$ cat config.mk
export PLATFORM = sky130hd
export DESIGN_NAME = counter_monitor
export DESIGN_NICKNAME = d
export VERILOG_FILES = /design/src/rtl/counter_mon_pkg.sv /design/src/rtl/counter_monitor_predict.sv /design/src/rtl/counter_monitor.sv
export SDC_FILE = /design/constraint.sdc
export NUM_CORES = 1
export LEC_CHECK = 0
export ABC_AREA = 1
export BUFFER_PORTS_ARGS = -buffer_cell sky130_fd_sc_hd__buf_2
export CAP_MARGIN = 15
export CORE_MARGIN = 4
export CORE_UTILIZATION = 60
export CTS_BUF_LIST = sky130_fd_sc_hd__clkbuf_16
export DETAILED_ROUTE_END_ITERATION = 10
export GPL_TIMING_DRIVEN = 0
export PLACE_DENSITY = 0.85
export SLEW_MARGIN = 20
export SYNTH_ARGS = -nofsm -noshare
export SYNTH_HDL_FRONTEND = slang
export SYNTH_SLANG_ARGS = --single-unit
export TNS_END_PERCENT = 20
$ cat constraint.sdc
create_clock -name clk -period 3.8 [get_ports clk]
set_clock_uncertainty 0.1 [all_clocks]
set_input_delay 0.76 -clock clk [delete_from_list [all_inputs] [get_ports clk]]
set_output_delay 0.76 -clock clk [all_outputs]
set_load 0.005 [all_outputs]
$ cat src/rtl/counter_mon_pkg.sv
// Shared types and constants for the counter monitor: FSM states, error codes
// and the default observed-count width.
package counter_mon_pkg;

  typedef enum logic [1:0] {
    S_IDLE,
    S_CHECK,
    S_HALT
  } state_e;

  localparam logic [1:0] ERR_NONE = 2'd0;
  localparam logic [1:0] ERR_RST  = 2'd1;
  localparam logic [1:0] ERR_HOLD = 2'd2;
  localparam logic [1:0] ERR_CNT  = 2'd3;

  localparam int unsigned DEFAULT_WIDTH = 10;

endpackage

$ cat src/rtl/counter_monitor_predict.sv
// Combinational next-count predictor: given the previous edge's reset, enable
// and count, produce the value the observed counter must show now.
module counter_predict
  import counter_mon_pkg::*;
#(
  parameter int unsigned WIDTH = DEFAULT_WIDTH
) (
  input  logic             h_rst_i,
  input  logic             h_en_i,
  input  logic [WIDTH-1:0] h_count_i,
  output logic [WIDTH-1:0] exp_o,
  output logic [1:0]       code_o
);

  // Reset outranks enable, so rst and en together still predict zero.
  always_comb begin
    exp_o  = '0;
    code_o = ERR_RST;
    if (!h_rst_i) begin
      if (!h_en_i) begin
        exp_o  = h_count_i;
        code_o = ERR_HOLD;
      end else begin
        exp_o  = h_count_i + WIDTH'(1);
        code_o = ERR_CNT;
      end
    end
  end

endmodule

$ cat src/rtl/counter_monitor.sv
// Consumer-side checker for a free-running counter: predicts each count from
// the previous edge, records the first violation and keeps saturating tallies.
module counter_monitor
  import counter_mon_pkg::*;
#(
  parameter int unsigned WIDTH       = DEFAULT_WIDTH,
  parameter int unsigned ERR_CNT_W   = 8,
  parameter bit          HALT_ON_ERR = 1'b0
) (
  input  logic                 clk,
  input  logic                 rst_n,
  input  logic                 mon_rst,
  input  logic                 mon_en,
  input  logic [WIDTH-1:0]     mon_count,
  input  logic                 clr_err,
  output logic                 err_valid,
  output logic [1:0]           err_code,
  output logic [WIDTH-1:0]     err_value,
  output logic [WIDTH-1:0]     err_expect,
  output logic [ERR_CNT_W-1:0] err_cnt,
  output logic [15:0]          check_cnt,
  output logic                 busy
);

  state_e               state_q, state_d;
  logic                 h_rst_q, h_en_q;
  logic [WIDTH-1:0]     h_count_q;
  logic                 err_valid_q, err_valid_d;
  logic [1:0]           err_code_q, err_code_d;
  logic [WIDTH-1:0]     err_value_q, err_value_d;
  logic [WIDTH-1:0]     err_expect_q, err_expect_d;
  logic [ERR_CNT_W-1:0] err_cnt_q, err_cnt_d;
  logic [15:0]          check_cnt_q, check_cnt_d;
  logic                 busy_q, busy_d;

  logic [WIDTH-1:0]     exp_w;
  logic [1:0]           code_w;
  logic                 mismatch_w;

  counter_predict #(
    .WIDTH(WIDTH)
  ) u_predict (
    .h_rst_i  (h_rst_q),
    .h_en_i   (h_en_q),
    .h_count_i(h_count_q),
    .exp_o    (exp_w),
    .code_o   (code_w)
  );

  assign mismatch_w = (mon_count != exp_w);

  // The clear is applied to the base values first, so a mismatch on the same
  // edge is recorded on top of an already-cleared error state.
  always_comb begin
    state_d      = state_q;
    err_valid_d  = clr_err ? 1'b0 : err_valid_q;
    err_code_d   = clr_err ? ERR_NONE : err_code_q;
    err_value_d  = clr_err ? '0 : err_value_q;
    err_expect_d = clr_err ? '0 : err_expect_q;
    err_cnt_d    = clr_err ? '0 : err_cnt_q;
    check_cnt_d  = clr_err ? '0 : check_cnt_q;

    unique case (state_q)
      S_IDLE: state_d = S_CHECK;
      S_CHECK: begin
        if (check_cnt_d != '1) check_cnt_d = check_cnt_d + 16'd1;
        if (mismatch_w) begin
          if (err_cnt_d != '1) err_cnt_d = err_cnt_d + ERR_CNT_W'(1);
          if (!err_valid_d) begin
            err_valid_d  = 1'b1;
            err_code_d   = code_w;
            err_value_d  = mon_count;
            err_expect_d = exp_w;
          end
          if (HALT_ON_ERR) state_d = S_HALT;
        end
      end
      S_HALT: if (clr_err) state_d = S_IDLE;
      default: state_d = S_IDLE;
    endcase

    busy_d = (state_d == S_CHECK);
  end

  always_ff @(posedge clk) begin
    if (!rst_n) begin
      state_q      <= S_IDLE;
      h_rst_q      <= 1'b0;
      h_en_q       <= 1'b0;
      h_count_q    <= '0;
      err_valid_q  <= 1'b0;
      err_code_q   <= ERR_NONE;
      err_value_q  <= '0;
      err_expect_q <= '0;
      err_cnt_q    <= '0;
      check_cnt_q  <= '0;
      busy_q       <= 1'b0;
    end else begin
      state_q      <= state_d;
      h_rst_q      <= mon_rst;
      h_en_q       <= mon_en;
      h_count_q    <= mon_count;
      err_valid_q  <= err_valid_d;
      err_code_q   <= err_code_d;
      err_value_q  <= err_value_d;
      err_expect_q <= err_expect_d;
      err_cnt_q    <= err_cnt_d;
      check_cnt_q  <= check_cnt_d;
      busy_q       <= busy_d;
    end
  end

  assign err_valid  = err_valid_q;
  assign err_code   = err_code_q;
  assign err_value  = err_value_q;
  assign err_expect = err_expect_q;
  assign err_cnt    = err_cnt_q;
  assign check_cnt  = check_cnt_q;
  assign busy       = busy_q;

endmodule

==> results.py <==
metrics = {
    "status": {
        "status": "finished clean",
    },
    "detailed_routing": {
        "wirelength_um": 9100,
        "drt_iter0_markers": 189,
        "post-route-drc-count": 0,
        "route.detailed.wl_per_inst_um": 13.7,
        "ant_nets": 0,
        "vias": 3611,
        "firstDrtPassIters": 5,
        "viasPerCell": 5.42,
    },
    "clock_network": {
        "worstSkewPairLatency_ps": 330,
        "clockBufferDepth": 2,
        "cts-root-buf": "clkbuf_16",
        "cts_sinks": 62,
        "cts_hold_buf": 0,
        "cts_setup_buffers": 0,
        "path_clk_slew_ps": 50,
        "cts_tree": "done",
        "htreeDepth": 3,
        "cts_buffers": 9,
        "postCtsResizedCells": 0,
    },
    "worst_setup_path": {
        "crit_path_end_kind": "register",
        "r2r_start": "h_count_q[0]",
        "start_kind": "input port",
        "worstPathCellList": "buf_2 > buf_2 > clkbuf_1 > nor2_1 > ha_1 > nand2_1 > nor2_1 > nand3_1 > nor2_1 > nand2_1 > nand2_1 > nor2_1 > nand4_1 > o21ai_1 > nand2_1 > nor2_1",
        "critical-path-slowest-cell": "clkbuf_1",
        "critical_path_class": "input port to register",
        "arrival_ps": 3290,
        "critPathRequiredTime_ps": 3960,
        "crit_top_cell": "nor2_1",
        "cp_max_fo": 10,
        "critPathLaunch": "clr_err",
        "slowest_delay_ps": 470,
    },
    "timing": {
        "hold_violations": 0,
        "tightestPinTransition_ps": 628,
        "fmax_mhz": 319,
        "post-route-period-util": 0.824,
        "setup_viol": 0,
        "rsz0062_at_grt": "no",
        "postLayoutSetupSlackWorst_ps": 669,
        "setup-tns-final_ps": 0,
        "report.final.slew_viol_count": 0,
        "relSlewSlack": 0.581,
        "fin_crit_ps": 3130,
    },
    "global_route": {
        "gr-usage-all-layers": 0.289,
        "grt-ovfl-total": 0,
        "grt_max_degree": 11,
        "grt_pass1_wl_um": 15000,
        "antenna_found_initial": 0,
        "first_global_vias": 3469,
    },
    "final_layout": {
        "final_cells": 666,
        "fillCellCount": 416,
        "area_growth_pct": 21.0,
        "mostFrequentLayoutCells": "nand2_1 (141), inv_1 (79), buf_2 (65)",
        "drive_gt1_frac": 0.158,
        "final_nets": 609,
        "antenna_cells": 0,
        "final_common_cell": "nand2_1",
        "multi_input_area_um2": 1680,
        "seqCellArea_um2": 1240,
    },
    "pwr": {
        "leakagePower_nw": 2.03,
        "peakVddDrop_mv": 0.308,
        "power_w": 0.00173,
        "cellPowerDensity_nw_per_um2": 429,
    },
    "synthesis": {
        "synth_top_area_frac": 0.373,
        "synth_area_um2": 3330,
        "synth_cells": 519,
        "avgSynthCellArea_um2": 6.41,
        "synth_top_area_cell": "dfxtp_1",
        "synth_cell_types": 33,
        "ys_seq_area_frac": 0.373,
        "yosysWarningCount": 0,
        "synth_area_leaders": "dfxtp_1 (37%), nand2_1 (16%), inv_1 (8.7%)",
        "syn_nets": 537,
        "ys_ff_latch": 62,
    },
    "floorplanning": {
        "start_util": 0.635,
        "dieArea_um2": 6800,
        "rows": 26,
        "die_x_um": 82.5,
        "ios": 63,
        "core_region_area_um2": 5240,
        "die-height_um": 82.5,
    },
    "placed_design": {
        "dp_slack_ps": 438,
        "gp_congestion": 0.840,
        "portBuffers": 61,
        "dp_hpwl_um": 6560,
        "dp.cells": 650,
    },
    "run": {
        "maxCapViolations": 0,
    },
    "min_path": {
        "min_path_type": "register to register",
        "holdCritStartpoint": "state_q[0]",
    },
}
==> logic make-up (layout without fill, tap and decap cells) <==
family          after synthesis  in the layout  synth area share
fa+ha+maj                     3              3            0.0113
compound gates               68             68             0.109
buf+inv                      99            176             0.121
simple gates                282            282             0.372
flops                        62             62             0.373
xor+xnor                      5              5            0.0132
==> state kept, by name, indices dropped and copies added, names as in the netlist <==
signal / flops
err_code: 2
busy: 1
h_count_q: 10
check_cnt: 16
h_rst_q: 1
err_valid: 1
err_value: 10
state_q: 2
h_en_q: 1
err_expect: 10
err_cnt: 8
==> path summary, 6_finish.rpt <==
path	slack [ps]	to	cells past startpoint
setup / recovery	670	check_cnt[13]	16
hold / removal	320	state_q[1]	1
setup reg to reg	1430	err_value[2]	15
hold reg to reg	320	state_q[1]	1
==> critical path: cells and delay by family <==
family                   cells  cell delay, ps
AO/OA/AOI/OAI                1             180
buffers and inverters        3             780
AND/OR/NAND/NOR             11            1310
adder cells (fa/ha/maj)      1             260
==> metrics by stage <==
step / hold WS, ps / utilization / instance area (um2)
final: 323 / 0.769 / 4030
after global routing: 346 / 0.769 / 4030
after CTS: 324 / 0.769 / 4030
after detailed placement: 319 / 0.710 / 3720
after global placement: 311 / 0.710 / 3720
after floorplan: 298 / - / 3330
==> power by group <==
part	total [W]	internal [W]	leakage [nW]	switching, W
clock network	0.000850	0.000564	0.159	0.000286
registers	0.000698	0.000679	0.510	0.0000186
logic	0.000180	0.0000632	1.36	0.000116
==> synthesized netlist by cell type (all sizes together) <==
cell	number
xnor2	1
nor4	4
clkinv	1
and3	1
a22oi	2
buf	9
o21bai	3
nor2	56
a21oi	29
dfxtp	62
nand3b	1
nor3	8
nand4	23
ha	3
clkbuf	11
o21a	1
nand3	45
xor2	4
a31oi	2
o21ai	31
inv	78
nand2	144
==> metal layers <==
metal  track usage  wire [um]
met3        0.0716        755
met4         0.146        261
met1         0.356       3960
met2         0.466       4130
met5             0          0
==> final cells by class <==
type | count | area share
tap | 70 | 0.0218
sequential | 62 | 0.308
multi-input combinational | 358 | 0.418
inverter | 79 | 0.0737
buffer | 20 | 0.0264
clock inverter | 7 | 0.0202
timing repair buffer | 61 | 0.0758
clock buffer | 9 | 0.0560
Power figures use the tool's default switching activity.
